--- src/rtl/objective_pkg.sv ---
// Shared types and helpers for the training-loss stage.
//   activation_t : 8-bit perceptron result / label
//   error_t      : signed 16-bit error returned to the perceptron
//   state_t      : LOAD (collecting inputs) / EMIT (presenting outputs)
//   scale_error  : saturating arithmetic left shift of a 9-bit signed difference
package objective_pkg;

  typedef logic [7:0]         activation_t;
  typedef logic signed [15:0] error_t;
  typedef enum logic {LOAD = 1'b0, EMIT = 1'b1} state_t;

  // Shift is 0..8, so 9 + 8 = 17 magnitude bits plus sign fits in 18 bits
  // without overflow before saturation.
  function automatic error_t scale_error(input logic signed [8:0] diff,
                                         input int unsigned       shift);
    logic signed [17:0] wide;
    wide = {{9{diff[8]}}, diff};
    wide = wide <<< shift;
    if (wide > 18'sd32767)       return 16'sh7FFF;
    else if (wide < -18'sd32768) return 16'sh8000;
    else                         return error_t'(wide[15:0]);
  endfunction

endpackage

--- src/rtl/objective_counter_sat.sv ---
// W-bit saturating up-counter.
//   clock, reset : system clock, synchronous active-high reset
//   clear        : synchronous clear, wins over enable
//   enable       : increment request (ignored once count is all-ones)
//   count        : current value
module counter_sat #(
  parameter int unsigned W = 16
) (
  input  logic         clock,
  input  logic         reset,
  input  logic         clear,
  input  logic         enable,
  output logic [W-1:0] count
);

  always_ff @(posedge clock) begin
    if (reset || clear)            count <= '0;
    else if (enable && count != '1) count <= count + 1'b1;
  end

endmodule

--- src/rtl/objective.sv ---
// Training-loss stage behind the perceptron. Accepts a result (argument),
// forwards it to the sink, and in training mode pairs it with a label
// (target) to produce a scaled signed error for the perceptron.
//   argument_*  : perceptron result in (valid/ready)
//   target_*    : label in (valid/ready), only accepted while train is high
//   result_*    : forwarded result out
//   error_*     : scaled error out (training samples only)
//   train       : mode, latched at the argument handshake
//   clear       : clears the mistake counter
//   mistakes    : saturating count of training samples with nonzero error
module objective
  import objective_pkg::*;
#(
  parameter int unsigned SHIFT = 4,
  parameter int unsigned W     = 16
) (
  input  logic         clock,
  input  logic         reset,
  input  logic         train,
  input  logic         clear,
  input  logic         argument_valid,
  input  logic [7:0]   argument_data,
  output logic         argument_ready,
  input  logic         target_valid,
  input  logic [7:0]   target_data,
  output logic         target_ready,
  output logic         result_valid,
  output logic [7:0]   result_data,
  input  logic         result_ready,
  output logic         error_valid,
  output logic [15:0]  error_data,
  input  logic         error_ready,
  output logic [W-1:0] mistakes
);

  state_t           state, state_n;
  activation_t      arg_q, tgt_q, arg_eff, tgt_eff;
  logic             have_arg, have_tgt, mode, mode_eff;
  logic             arg_take, tgt_take, go, done, rv_n, ev_n;
  logic signed [8:0] diff;

  assign argument_ready = !reset && state == LOAD && !have_arg;
  assign target_ready   = !reset && state == LOAD && train && !have_tgt;
  assign arg_take       = argument_valid && argument_ready;
  assign tgt_take       = target_valid && target_ready;

  // Look through this cycle's handshakes so the outputs load on the same edge
  // as the last input handshake (one cycle of latency).
  assign mode_eff = arg_take ? train         : mode;
  assign arg_eff  = arg_take ? argument_data : arg_q;
  assign tgt_eff  = tgt_take ? target_data   : tgt_q;
  assign diff     = $signed({1'b0, tgt_eff}) - $signed({1'b0, arg_eff});

  // Valids that remain after this cycle's output handshakes.
  assign rv_n = result_valid && !result_ready;
  assign ev_n = error_valid && !error_ready;

  always_ff @(posedge clock) begin
    if (reset) state <= LOAD;
    else       state <= state_n;
  end

  always_comb begin
    state_n = state;
    go      = 1'b0;
    done    = 1'b0;
    case (state)
      LOAD: if ((have_arg || arg_take) && (!mode_eff || have_tgt || tgt_take)) begin
        go      = 1'b1;
        state_n = EMIT;
      end
      EMIT: if (!rv_n && !ev_n) begin
        done    = 1'b1;
        state_n = LOAD;
      end
      default: state_n = LOAD;
    endcase
  end

  always_ff @(posedge clock) begin
    if (reset) begin
      arg_q        <= '0;
      tgt_q        <= '0;
      have_arg     <= 1'b0;
      have_tgt     <= 1'b0;
      mode         <= 1'b0;
      result_valid <= 1'b0;
      result_data  <= '0;
      error_valid  <= 1'b0;
      error_data   <= '0;
    end else begin
      if (arg_take) begin
        arg_q    <= argument_data;
        have_arg <= 1'b1;
        mode     <= train;
      end
      if (tgt_take) begin
        tgt_q    <= target_data;
        have_tgt <= 1'b1;
      end
      if (go) begin
        result_valid <= 1'b1;
        result_data  <= arg_eff;
        // An inference sample leaves any waiting label for the next training sample.
        if (mode_eff) begin
          error_valid <= 1'b1;
          error_data  <= scale_error(diff, SHIFT);
          have_tgt    <= 1'b0;
        end
      end
      if (state == EMIT) begin
        result_valid <= rv_n;
        error_valid  <= ev_n;
        if (done) have_arg <= 1'b0;
      end
    end
  end

  counter_sat #(.W(W)) u_mistakes (
    .clock  (clock),
    .reset  (reset),
    .clear  (clear),
    .enable (go && mode_eff && diff != 9'sd0),
    .count  (mistakes)
  );

endmodule

--- config.mk ---
export PLATFORM = sky130hd
export DESIGN_NAME = objective
export DESIGN_NICKNAME = d
export VERILOG_FILES = /design/src/rtl/objective_pkg.sv /design/src/rtl/objective_counter_sat.sv /design/src/rtl/objective.sv
export SDC_FILE = /design/constraint.sdc
export NUM_CORES = 1
export LEC_CHECK = 0
export ABC_AREA = 1
export BUFFER_PORTS_ARGS = -buffer_cell sky130_fd_sc_hd__buf_2
export CORE_MARGIN = 4
export CORE_UTILIZATION = 49
export CTS_BUF_LIST = sky130_fd_sc_hd__clkbuf_4 sky130_fd_sc_hd__clkbuf_8
export DETAILED_ROUTE_END_ITERATION = 16
export GPL_ROUTABILITY_DRIVEN = 0
export PLACE_DENSITY_LB_ADDON = 0.1
export SYNTH_ARGS = -nofsm -noshare
export SYNTH_HDL_FRONTEND = slang
export SYNTH_SLANG_ARGS = --single-unit
--- constraint.sdc ---
create_clock -name clock -period 4 [get_ports clock]
set_clock_uncertainty 0.15 [all_clocks]
set_input_delay 0 -clock clock [delete_from_list [all_inputs] [get_ports clock]]
set_output_delay 0 -clock clock [all_outputs]
set_load 0.01 [all_outputs]
* Word level (Yosys, flattened, before mapping)
Index checks and enable logic that the tools add are counted.
** Word-level totals
- Bits of input ports :: 24
- Output and inout bits :: 44
- Register bits after elaboration :: 62
** Operators by class
- Add/subtract/negate cells :: 2
- Magnitude comparators :: 2
- Bitwise operators :: 1
- Equality and inequality tests :: 1
- Multiplexer cells :: 22
- Reduce and logical (&&, ||, !) cells :: 30
** Operators by type and width (number)
- two-way mux 16 bit :: 2
- two-way mux 1 bit :: 17
- adder 16 x 1 -> 16 bit, second input constant :: 1
- > comparator 13 x 16 -> 1 bit, second input constant :: 1
- < comparator 13 x 16 -> 1 bit, second input constant :: 1
- two-way mux 8 bit :: 2
- != test 16 bit, second input constant :: 1
- logical AND 1 bit :: 13
- nonzero test 9 bit :: 1
- subtractor 8 x 8 -> 9 bit :: 1
- logical NOT 1 bit :: 8
- logical OR 1 bit :: 4
- AND reduction 2 bit :: 2
- nonzero test 2 bit :: 2
- case mux 1 bit (2 select lines) :: 1
- NOT 1 bit :: 1

* Logic depth before layout (Yosys ltp)
Gate-level depths: netlist of the first run.
- Depth in word-level cells :: 14
- Mapped depth :: 24
- Depth with buffers taken out :: 21

* By module
A second synthesis of the first run with hierarchy kept.
** Second synthesis, totals
- Cell total of the unflattened synthesis :: 470
- Area total of the unflattened synthesis :: 3189.3 um^2
** By module, submodules not included
- objective :: area an instance 2238.4 um^2, sequential area each 780.7 um^2, times used 1, cells an instance 321
- counter_sat :: area an instance 950.9 um^2, sequential area each 320.3 um^2, times used 1, cells an instance 149

* Worst setup path before layout of the first run
No wires, ideal clock.
- Path type :: flip-flop to flip-flop
- Start :: register state
- End :: register u_mistakes.count[3]
- Cell stages (with the launch flop) :: 23
- Path buffers :: 3
- Setup slack :: 782 ps
- Library setup time :: 113 ps
- Arrival time :: 2955 ps
- Data required time :: 3737 ps
- Path through :: dfxtp_1 -> inv_4 -> nand2_4 -> nor3_4 -> nand2_2 -> inv_1 -> clkbuf_1 -> clkbuf_1 -> a21oi_1 -> fa_1 -> nand2_1 -> nand2_1 -> nand3_1 -> nand2_1 -> nand2_1 -> nand2_1 -> nor2_1 -> nand3_1 -> buf_2 -> nand3_1 -> nand2_1 -> nand2_1 -> nor2_1
** On the way
- Elaborated cells on any way between the ends :: 22
** RTL lines
- start: declaration :: line objective.sv:36 : state_t state, state_n;
- start signal: assignment :: line objective.sv:60 : else state <= state_n;
- NOT 1 bit
- logical AND 1 bit (3 in series) :: line objective.sv:43 : assign target_ready = !reset && state == LOAD && train && !have_tgt;
- via target_ready :: line objective.sv:26 : output logic target_ready,
- logical AND 1 bit :: line objective.sv:45 : assign tgt_take = target_valid && target_ready;
- two-way mux 8 bit
- via tgt_eff[1] :: line objective.sv:37 : activation_t arg_q, tgt_q, arg_eff, tgt_eff;
- subtractor 8 x 8 -> 9 bit :: line objective.sv:52 : assign diff = $signed({1'b0, tgt_eff}) - $signed({1'b0, arg_eff});
- nonzero test 9 bit :: line objective.sv:123 : .enable (go && mode_eff && diff != 9'sd0),
- logical AND 1 bit :: line objective.sv:123
- logical AND 1 bit :: line objective_counter_sat.sv:18 : else if (enable && count != '1) count <= count + 1'b1;
- end signal: assignment :: line objective_counter_sat.sv:18
- end: declaration :: line objective_counter_sat.sv:13 : output logic [W-1:0] count
The timed path passes the listed nets, and every way through them passes these cells.
A chain may end at the register's enable or synchronous reset.

* Final worst setup path of the first run
- Start :: register state
- End :: register u_mistakes.count[9]
** On the way
- Elaborated cells on any way between the ends :: 22
** RTL lines (line)
- NOT 1 bit
- logical AND 1 bit (3 in series) :: objective.sv:43
- logical AND 1 bit :: objective.sv:45
- two-way mux 8 bit
- via tgt_eff[1] :: objective.sv:37
- subtractor 8 x 8 -> 9 bit :: objective.sv:52
- nonzero test 9 bit :: objective.sv:123
- logical AND 1 bit :: objective.sv:123
- logical AND 1 bit :: objective_counter_sat.sv:18
The timed path passes the listed nets, and every way through them passes these cells.

==> metrics.yaml, run 1 <==
mostFrequentLayoutCell: "nand2_1"
path_cells: "inv_4 -> nand2_4 -> nor3_4 -> nand2_2 -> clkinvlp_4 -> or2_2 -> inv_1 -> a21oi_1 -> fa_1 -> nand2_1 -> nand2_1 -> nand3_1 -> nand2_1 -> nand2_1 -> nand2_1 -> nor2_1 -> nand3_2 -> buf_4 -> nand3_1 -> nand2_1 -> nand2_1 -> nor2_1"
path_buf_inv: 4
nFillCells: 585
num_rows: 28
finalCritPeriodShare_pct: 88.9
rr_startpoint: "state$_SDFF_PP0_"
syn_area_per_cell_sq_um: 6.89
syn_inst: 445
clk_pin_slew_ps: 90
finalWorstSetupSlack_ps: 445
synth_compound_area_share_pct: 8.40
layout_common_cells: "nand2_1 (95), inv_1 (72), buf_2 (63), nor2_1 (55), dfxtp_1 (55)"
vias: 2893
grt_max_degree: 31
crit_slowest_cell: "fa_1"
clock.fmax_ghz: 0.281
finalSetupTns_ps: 0
drv_cap: 0
synth_async_sr_flop_share_pct: 0
hold_ws_ps: 8.51
r2r-end: "u_mistakes.count[9]$_SDFFE_PP0P_"
ff_latch_area_sq_um: 1100
drt_iter0_markers: 144
synthMuxAreaShare_pct: 2.61
critPathRequiredTime_ps: 4060
syn_area_sq_um: 3070
hp-start: "clear"
worst_path_dominant_cell_family: "simple AND/OR/NAND/NOR gates"
grt_first_pass_wirelength_mm: 11.7
io_pins: 68
power.density_nw_per_um2: 337
crit_type: "register to register"
nets: 554
cp_max_fo: 21
finalMaxSlewViolations: 0
fin_area_sq_um: 3670
ys.flop_type: "dfxtp_1"
numCtsBuffers: 5
r2r_slack_ps: 440
seq_area_frac_synth_pct: 35.9
grt_overflow: 0
min_to: "u_mistakes.count[13]$_SDFFE_PP0P_"
startpoint_type: "register"
die_y_um: 87.1
antenna_found_initial: 0
status: "complete, no violations"
n_antenna_cell: 0
worstPathArrival_ps: 3620
yosys.area_share.simple_pct: 33.8
multi_input_area_sq_um: 1550
tightest_slew_ps: 1010
end_kind: "register"
synth-edff-count: 0
cts_tree: "built"
fin_crit_ps: 3560
avgRoutedWirePerCell_um: 11.5
hold_path_class: "input port to register"
die_area_sq_um: 7590
ys_seq_elements: 55
yosysUniqueCellTypes: 39
insertion_delay_ps: 310
yosysWarnings: 0
rsz0062_at_grt: "no"
cp_slowest_stage_delay_ps: 460
placed_area_sq_um: 3360
cts.sinks: 55
post-place-ws_ps: 371
hold_depth: 4
p_leak_nw: 1.92
core_sq_um: 5990
cp_common_cell: "nand2_1"
timing.final.hold_violations: 0
synth_adder_area_share_pct: 4.32
cts_setup_buffers: 0
maxSlewHeadroom_pct: 32.7
reg2regPathDepth: 22
ctsLongestPathBuffers: 2
drc: 0
port_buffers: 63
track_usage_pct: 19.0
synth_top_family_by_area: "simple AND/OR/NAND/NOR gates"
htree_levels: 2
hpwlAfterDp_mm: 5.14
synthXorXnorAreaFrac_pct: 0.571
start_util_pct: 51.2
report.final.setup_viol: 0
syn_to_final_growth_pct: 19.7
ant_nets: 0
wl_mm: 6.85
drive_above_1_share_pct: 19.8
drt-pass1-iter-count: 4
root_buffer: "clkbuf_8"
via_per_inst: 4.85
die_w_um: 87.1
peakVddDrop_mv: 0.173
grt_pass1_vias: 2633
## metal layers
metal	vias up	wire [um]	GRT usage, %
met1	1278	3260	25.8
met5	-	0	0
met4	0	88	5.86
met2	71	3070	30.7
met3	7	427	3.12
li1	1537	-	-
## through the flow
stage | power [W] | instances | util (%)
finish | 0.00124 | 596 | 61.3
global route | 0.00131 | 596 | 61.3
CTS | 0.00125 | 596 | 61.1
detailed placement | 0.000920 | 567 | 56.1
global placement | 0.000913 | 567 | 56.1
floorplan | 0.000851 | 448 | -
## where the power goes
part | leakage, nW | total [W] | internal (W) | switching (W)
Sequential | 0.446 | 0.000582 | 0.000571 | 0.0000112
Clock | 0.0491 | 0.000310 | 0.000137 | 0.000173
Combinational | 1.42 | 0.000344 | 0.000132 | 0.000212
Total | 1.92 | 0.00124 | 0.000840 | 0.000396
## worst max-delay path by stage
stage | start | end | cells after the start
2_1_floorplan | state$_SDFF_PP0_ | u_mistakes.count[3]$_SDFFE_PP0P_ | 22
3_5_place_dp | state$_SDFF_PP0_ | u_mistakes.count[9]$_SDFFE_PP0P_ | 22
6_report | state$_SDFF_PP0_ | u_mistakes.count[9]$_SDFFE_PP0P_ | 22
4_1_cts | reset | u_mistakes.count[9]$_SDFFE_PP0P_ | 24
5_1_grt | state$_SDFF_PP0_ | u_mistakes.count[9]$_SDFFE_PP0P_ | 22
3_3_place_gp | state$_SDFF_PP0_ | u_mistakes.count[9]$_SDFFE_PP0P_ | 22
## worst register-to-register path, stage by stage (launching register included)
cell and delay, ps:
dfxtp_1 410, inv_4 80, nand2_4 90, nor3_4 40
nand2_2 130, clkinvlp_4 290, or2_2 370, inv_1 70
a21oi_1 70, fa_1 460, nand2_1 90, nand2_1 90
nand3_1 110, nand2_1 60, nand2_1 60, nand2_1 60
nor2_1 130, nand3_2 210, buf_4 250, nand3_1 90
nand2_1 60, nand2_1 50, nor2_1 50
## logic make-up (layout without fill, tap and decap cells)
logic type / Yosys count / in the layout
and+or+nand+nor: 227 / 227
buffers and inverters: 98 / 171
DFF: 55 / 55
AOI/OAI and AO/OA: 44 / 44
adders and majority gates: 10 / 10
muxes: 8 / 8
xor gates and xnor gates: 2 / 2
other: 1 / 4
## cells in the mapped netlist, types with 3 or more instances
cell	number	share of area (%)
nor2_1	55	6.7
or2_2	12	2.4
o21ai_0	7	1.1
inv_1	73	8.9
nand3_1	37	6.0
buf_4	8	2.0
nor3_1	6	0.98
a211oi_1	8	2.0
nand2_1	95	12
buf_2	4	0.65
nand4_1	9	1.8
clkbuf_1	5	0.61
mux2i_1	8	2.6
dfxtp_1	55	36
ha_1	9	3.7
a21oi_1	23	3.8
nand2_2	3	0.61
## layout make-up
class	count	share of cell area [%]
Multi-Input combinational cell	295	42.1
Sequential cell	55	30.0
Timing Repair Buffer	86	14.7
Inverter	77	8.18
Tap cell	75	2.56
Clock buffer	7	2.28
Clock inverter	1	0.136
## sequential cells by signal (all words and copies together), names as in the netlist, 8 cells and up
signal	count
tgt_q	8
arg_q	8
u_mistakes.count	16
result_data	8
error_data	9
## repair_timing
item,4_1_cts,5_1_grt
setup endpoints to repair,0,10
hold buffers,21,0
gates resized for setup,0,2
endpoints found under the hold margin,29,0
(Power assumes the default switching activity.)
==> run 2, diff against run 1 <==
--- a/config.mk
+++ b/config.mk
@@ -15,4 +15,5 @@
 export PLACE_DENSITY_LB_ADDON = 0.1
 export SYNTH_ARGS = -nofsm -noshare
 export SYNTH_HDL_FRONTEND = slang
+export SYNTH_HIERARCHICAL = 1
 export SYNTH_SLANG_ARGS = --single-unit
==> run 2 against run 1 <==
  * Utilization grew 0.26 points
  * Worst setup slack better by 32 ps
  * Maximum frequency increased by 0.91%
  * Critical path type is now input port to register
  * Largest cell class unchanged
  * Largest power group unchanged
  * Highest routed layer unchanged
==> metrics.yaml, run 2 <==
status: "complete, no violations"
p_leak_nw: 1.99  # +3.8%
hold_path_class: "input port to register"
clock.fmax_ghz: 0.284  # +0.91%
cts.sinks: 55  # unchanged
grt_max_degree: 22  # -29%
insertion_delay_ps: 310  # about the same
end_kind: "register"
synth-edff-count: 0  # unchanged
cp_slowest_stage_delay_ps: 580  # +120 ps
post-place-ws_ps: 337  # -34.2 ps
layout_common_cells: "nand2_1 (106), nor2_1 (74), inv_1 (70), buf_2 (62), dfxtp_1 (55)"
worstPathArrival_ps: 3620  # about the same
grt_overflow: 0  # unchanged
rsz0062_at_grt: "no"
report.final.setup_viol: 0  # unchanged
nFillCells: 599  # +2.4%
syn_area_sq_um: 3190  # +4.0%
wl_mm: 7.39  # +7.9%
seq_area_frac_synth_pct: 34.5  # -1.4 points
ctsLongestPathBuffers: 2  # unchanged
fin_crit_ps: 3520  # -32.0 ps
tightest_slew_ps: 1080  # +70.8 ps
rr_startpoint: "state$_SDFF_PP0_"
finalCritPeriodShare_pct: 88.1  # -0.80 points
synthTopCellsByArea: "dfxtp_1 (35%), nand2_1 (13%), nor2_1 (8.8%), inv_1 (8.2%), nand3_1 (5.2%)"
power_switching_w: 0.000546  # +38%
port_buffers: 63  # unchanged
ff_latch_area_sq_um: 1100  # unchanged
synth_top_area_cell: "dfxtp_1"
drt-pass1-iter-count: 4  # unchanged
r2r_slack_ps: 540  # +100 ps
power_frac_clock_pct: 23.5  # -1.6 points
cp_max_fo: 21  # unchanged
finalWorstSetupSlack_ps: 477  # +32.0 ps
startpoint_type: "input port"
peakVddDrop_mv: 0.254  # +47%
timing.final.hold_violations: 0  # unchanged
yosysWarnings: 6  # +6
dp_cells: 596  # +5.1%
via_per_inst: 4.87  # +0.37%
top_register: "u_mistakes/count"
critPathRequiredTime_ps: 4090  # +30 ps
fin_util_pct: 61.5  # +0.26 points
ys.flop_type: "dfxtp_1"
power.density_nw_per_um2: 395  # +17%
drc: 0  # unchanged
nets: 590  # +6.5%
htree_levels: 2  # unchanged
power_w: 0.00154  # +25%
cts_tree: "built"
p_int_w: 0.000998  # +19%
synth_async_sr_flop_share_pct: 0  # unchanged
n_antenna_cell: 0  # unchanged
track_usage_pct: 19.5  # +0.50 points
grt_pass1_vias: 2773  # +5.3%
largest_reg_flops: 16  # unchanged
drive_above_1_share_pct: 20.3  # +0.55 points
hp-start: "clear"
crit_type: "input port to register"
yosysTopAreaCellShare_pct: 34.5  # -1.4 points
ant_nets: 0  # unchanged
mostFrequentLayoutCell: "nand2_1"
cp_common_cell: "nand2_1"
pwr-share-seq_pct: 40.0  # -7.1 points
finalSetupTns_ps: 0  # unchanged
core_sq_um: 6350  # +6.0%
syn_to_final_growth_pct: 22.5
root_buffer: "clkbuf_8"
hpwlAfterDp_mm: 5.45  # +6.1%
syn_area_per_cell_sq_um: 6.79  # -1.6%
yosysUniqueCellTypes: 43  # +10%
die_y_um: 88.7  # +1.8%
numCtsBuffers: 5  # unchanged
swShare_pct: 35.4  # +3.3 points
syn_inst: 470  # +5.6%
clk_pin_slew_ps: 100  # about the same
grt_first_pass_wirelength_mm: 12.2  # +4.7%
io_pins: 68  # unchanged
ys_seq_elements: 55  # unchanged
reg2regPathDepth: 22  # unchanged
die_w_um: 88.7  # +1.8%
crit_path_start: "reset"
finalMaxSlewViolations: 0  # unchanged
avgRoutedWirePerCell_um: 11.7  # +1.6%
final_cells: 633  # +6.2%
num_rows: 29  # +3.6%
drv_cap: 0  # unchanged
crit_slowest_cell: "dlygate4sd3_1"
die_area_sq_um: 7860  # +3.6%
drt_iter0_markers: 145  # +0.69%
path_cells: "dlygate4sd3_1 -> buf_12 -> nor2_4 -> nand3_4 -> buf_4 -> or2_1 -> o21ai_1 -> ha_1 -> or2_2 -> nand3_1 -> nand2_1 -> nand2_1 -> nand2_1 -> nand4_1 -> nand2_1 -> nand2_2 -> inv_2 -> nor2_2 -> nand2_1 -> nor2_1 -> o21ai_0 -> a21oi_1"
maxSlewHeadroom_pct: 28.0  # -4.7 points
multi_input_area_sq_um: 1690  # +9.3%
vias: 3084  # +6.6%
top_regs: "u_mistakes/count x16, error_data x9"
start_util_pct: 50.2  # -0.98 points
synth_commonest_cells: "nand2_1 (107), nor2_1 (75), inv_1 (70), dfxtp_1 (55), nand3_1 (33)"
r2r-end: "u_mistakes/count[12]$_SDFFE_PP0P_"
combPwrFrac_pct: 36.5  # +8.7 points
antenna_found_initial: 0  # unchanged
crit_end: "u_mistakes/count[12]$_SDFFE_PP0P_"
post-synth-top-count-cell: "nand2_1"
-- run 2: how the worst min path moves through the flow --
stage	slack [ps]	to	cells past startpoint
global placement	120	arg_q[0]$_SDFF_PP0_	3
finish	40	u_mistakes/count[3]$_SDFFE_PP0P_	4
detailed placement	130	tgt_q[6]$_SDFF_PP0_	3
global route	70	mode$_SDFF_PP0_	5
CTS	40	mode$_SDFF_PP0_	5
floorplan	6	tgt_q[1]$_SDFF_PP0_	2
-- run 2: metal layers --
layer,track usage [%],wire length [um],part of all wire (%)
met1,26.2,3540,48
met2,31.6,3340,45
met3,3.07,370,5.0
met4,6.73,140,1.9
met5,0,0,0
-- run 2: kinds of logic (layout without fill, tap and decap cells) --
group | after synthesis | in the layout | synth area share (%)
buf+inv | 92 | 175 | 13.0
compound gates | 52 | 52 | 10.7
mux | 1 | 1 | 0.314
fa+ha+maj | 10 | 10 | 4.16
simple gates | 259 | 259 | 37.2
other cells | 1 | 4 | 0.118
flops | 55 | 55 | 34.5
-- run 2: area by class of cell --
type | instances | area share, %
multi-input cells | 326 | 43.3
clock buffers | 5 | 1.76
clock inverters | 2 | 0.961
repair buffers | 94 | 16.2
well taps | 77 | 2.47
inverters | 74 | 7.17
flip-flops and latches | 55 | 28.2
-- run 2: timing repair --
action                                  CTS  global route
endpoints found under the setup margin    0            16
setup buffers                             0             2
hold buffers                             28             0
hold endpoints to repair                 22             0
resized for setup                         0             8
-- run 2: power by group through the flow --
stage	Sequential [W]	Clock, W	Combinational [W]
finish	0.000618	0.000362	0.000564
detailed placement	0.000631	0	0.000521
CTS	0.000619	0.000372	0.000551
floorplan	0.000642	0	0.000398
global route	0.000625	0.000397	0.000641
global placement	0.000631	0	0.000517
-- run 2: per-stage QoR --
stage                     hold WS (ps)  cell area, sq um
after detailed placement           130              3490
final                             37.3              3910
after global placement             120              3490
after floorplan                   6.06              3200
after CTS                         35.1              3870
after global routing              69.6              3910
-- run 2: critical path, delay by kind of cell --
kind	cells	cell delay, ps
AO/OA/AOI/OAI	3	470
adder cells (fa/ha/maj)	1	330
buffers and inverters	4	1010
AND/OR/NAND/NOR	14	1800
==> run 3, diff against run 2 <==
==> constraint.sdc (replaced) <==
create_clock -name clock -period 3.05 [get_ports clock]
set_clock_uncertainty 0.15 [all_clocks]
set_input_delay 0 -clock clock [delete_from_list [all_inputs] [get_ports clock]]
set_output_delay 0 -clock clock [all_outputs]
set_load 0.01 [all_outputs]
==> run 3 against run 2 <==
  * The run now ends with negative setup slack left
  * Sequential share of layout area down 2.1 points
  * Cell area is 8.1% higher
  * Largest power group is now combinational logic
  * Highest routed layer unchanged
  * Clock power rose by 15%
==> metrics.yaml, run 3 (synthesis gave the netlist of run 2 again) <==
hold_path_class: "input port to register"
status: "finished, violations left"
cp_slowest_stage_delay_ps: 440  # -140 ps
hold_ws_ps: 11.7  # -25.6 ps
end_kind: "register"
cts_tree: "built"
report.final.setup_viol: 7  # +7
critPathRequiredTime_ps: 3140  # -950 ps
root_buffer: "clkbuf_8"
avgRoutedWirePerCell_um: 12.1  # +3.5%
num_rows: 29  # unchanged
finalCritPeriodShare_pct: 101
crit_type: "register to register"
drv_cap: 0  # unchanged
drt-pass1-iter-count: 4  # unchanged
finalSetupTns_ps: -157  # -157 ps
top_regs: "u_mistakes/count x16, error_data x9"
die_y_um: 88.7  # unchanged
rsz0062_at_grt: "yes"
nets: 617  # +4.6%
grt_first_pass_wirelength_mm: 12.8  # +4.4%
power_w: 0.00219  # +42%
finalWorstSetupSlack_ps: -36.2  # -513 ps
fin_crit_ps: 3090
cts.sinks: 55  # unchanged
cp_max_fo: 4  # -81%
grt_max_degree: 21  # -4.5%
rr_startpoint: "state$_SDFF_PP0_"
via_per_inst: 4.81  # -1.2%
maxSlewHeadroom_pct: 63.5  # +36 points
layout_common_cells: "nand2_1 (101), nor2_1 (72), inv_1 (66), buf_2 (63), dfxtp_1 (53)"
port_buffers: 63  # unchanged
ctsLongestPathBuffers: 2  # unchanged
peakVddDrop_mv: 0.291  # +15%
tightest_slew_ps: 544  # -533 ps
cp_common_cell: "nor2_1"
antenna_found_initial: 0  # unchanged
hpwlAfterDp_mm: 5.76  # +5.7%
crit_slowest_cell: "fa_2"
p_leak_nw: 2.15  # +8.4%
startpoint_type: "register"
timing.final.hold_violations: 0  # unchanged
power.density_nw_per_um2: 518  # +31%
wl_mm: 7.97  # +7.9%
violations: "negative setup slack"
drt_iter0_markers: 118  # -19%
drive_above_1_share_pct: 31.6  # +11 points
insertion_delay_ps: 310  # about the same
largest_reg_flops: 16  # unchanged
syn_to_final_growth_pct: 32.4
n_antenna_cell: 0  # unchanged
vias: 3176  # +3.0%
top_register: "u_mistakes/count"
grt_overflow: 0  # unchanged
path_cells: "nor2_4 -> nand3_4 -> inv_8 -> or2_1 -> o21ai_2 -> inv_1 -> ha_2 -> inv_2 -> fa_2 -> or2_4 -> nor2_1 -> nand3_1 -> nor2_1 -> nand4_1 -> nand2_1 -> nand2_2 -> buf_6 -> nand4_1 -> nor2_1 -> nand3_1 -> nand2_1 -> nor2_1"
clock.fmax_ghz: 0.324
start_util_pct: 50.2  # unchanged
ant_nets: 0  # unchanged
die_area_sq_um: 7860  # unchanged
track_usage_pct: 20.4  # +0.94 points
numCtsBuffers: 5  # unchanged
path_buf_inv: 4  # unchanged
drc: 0  # unchanged
die_w_um: 88.7  # unchanged
hp-start: "argument_data[7]"
worst_path_dominant_cell_family: "simple AND/OR/NAND/NOR gates"
io_pins: 68  # unchanged
clk_pin_slew_ps: 100  # about the same
worstPathArrival_ps: 3180  # -440 ps
crit_path_start: "state$_SDFF_PP0_"
mostFrequentLayoutCell: "nand2_1"
grt_pass1_vias: 2812  # +1.4%
htree_levels: 2  # unchanged
core_sq_um: 6350  # unchanged
finalMaxSlewViolations: 0  # unchanged
run 3: cell count changes in the layout (fill, tap and decap cells not counted), moves of 3 or more:
cell / delta
nand3_2: +3
a21oi_2: +8
ha_1: -3
a21oi_1: -9
nand2_1: -5
nand3_1: -3
inv_1: -4
buf_6: +4
dlygate4sd3_1: -12
buf_4: +35
nand2_2: +4
run 3: final cells by class:
cell class,instances,area [sq um]
multi-input cells,326,1840
repair buffers,121,806
well taps,77,96.3
flip-flops and latches,55,1100
inverters,74,293
clock inverters,1,5.00
fillers,566,2130
clock buffers,6,82.6
run 3: layer usage:
metal | part of all wire, % | GRT usage, %
met1 | 46 | 27.0
met4 | 1.6 | 6.04
met2 | 47 | 33.5
met3 | 5.2 | 4.10
met5 | 0 | 0
run 3: worst min-delay path: stages:
cell     delay [ps]
buf_2            70
or2_2           100
o21ai_2          60
buf_4           140
nor2_1           70
run 3: timing repair:
action | 4_1_cts | 5_1_grt
hold buffers | 16 | 0
gates cloned | 0 | 1
pin swaps | 13 | 14
endpoints found under the setup margin | 10 | 16
buffers inserted | 4 | 5
resized for setup | 20 | 21
hold endpoints to repair | 29 | 0
run 3: power breakdown:
part	switching, W	internal, W	total (W)
Combinational	0.000523	0.000437	0.000960
Sequential	0.0000306	0.000782	0.000813
Clock	0.000236	0.000179	0.000415
Total	0.000789	0.00140	0.00219
run 3: final timing paths:
check                                      end  slack [ps]  cells after the start
max reg2reg  u_mistakes/count[15]$_SDFFE_PP0P_         -40                     22
min                        arg_q[7]$_SDFF_PP0_          10                      5
min reg2reg         error_data[4]$_SDFFE_PP0P_         310                      2
max          u_mistakes/count[15]$_SDFFE_PP0P_         -40                     22
run 3: through the flow:
stage / setup slack, ps / std cells / utilization (%) / cell area, sq um
floorplan: -11.8 / 473 / - / 3220
detailed placement: -75.9 / 627 / 58.9 / 3740
global placement: -64.6 / 627 / 58.9 / 3740
CTS: -60.9 / 654 / 64.5 / 4090
finish: -36.2 / 660 / 66.5 / 4220
global route: -271 / 660 / 66.5 / 4220
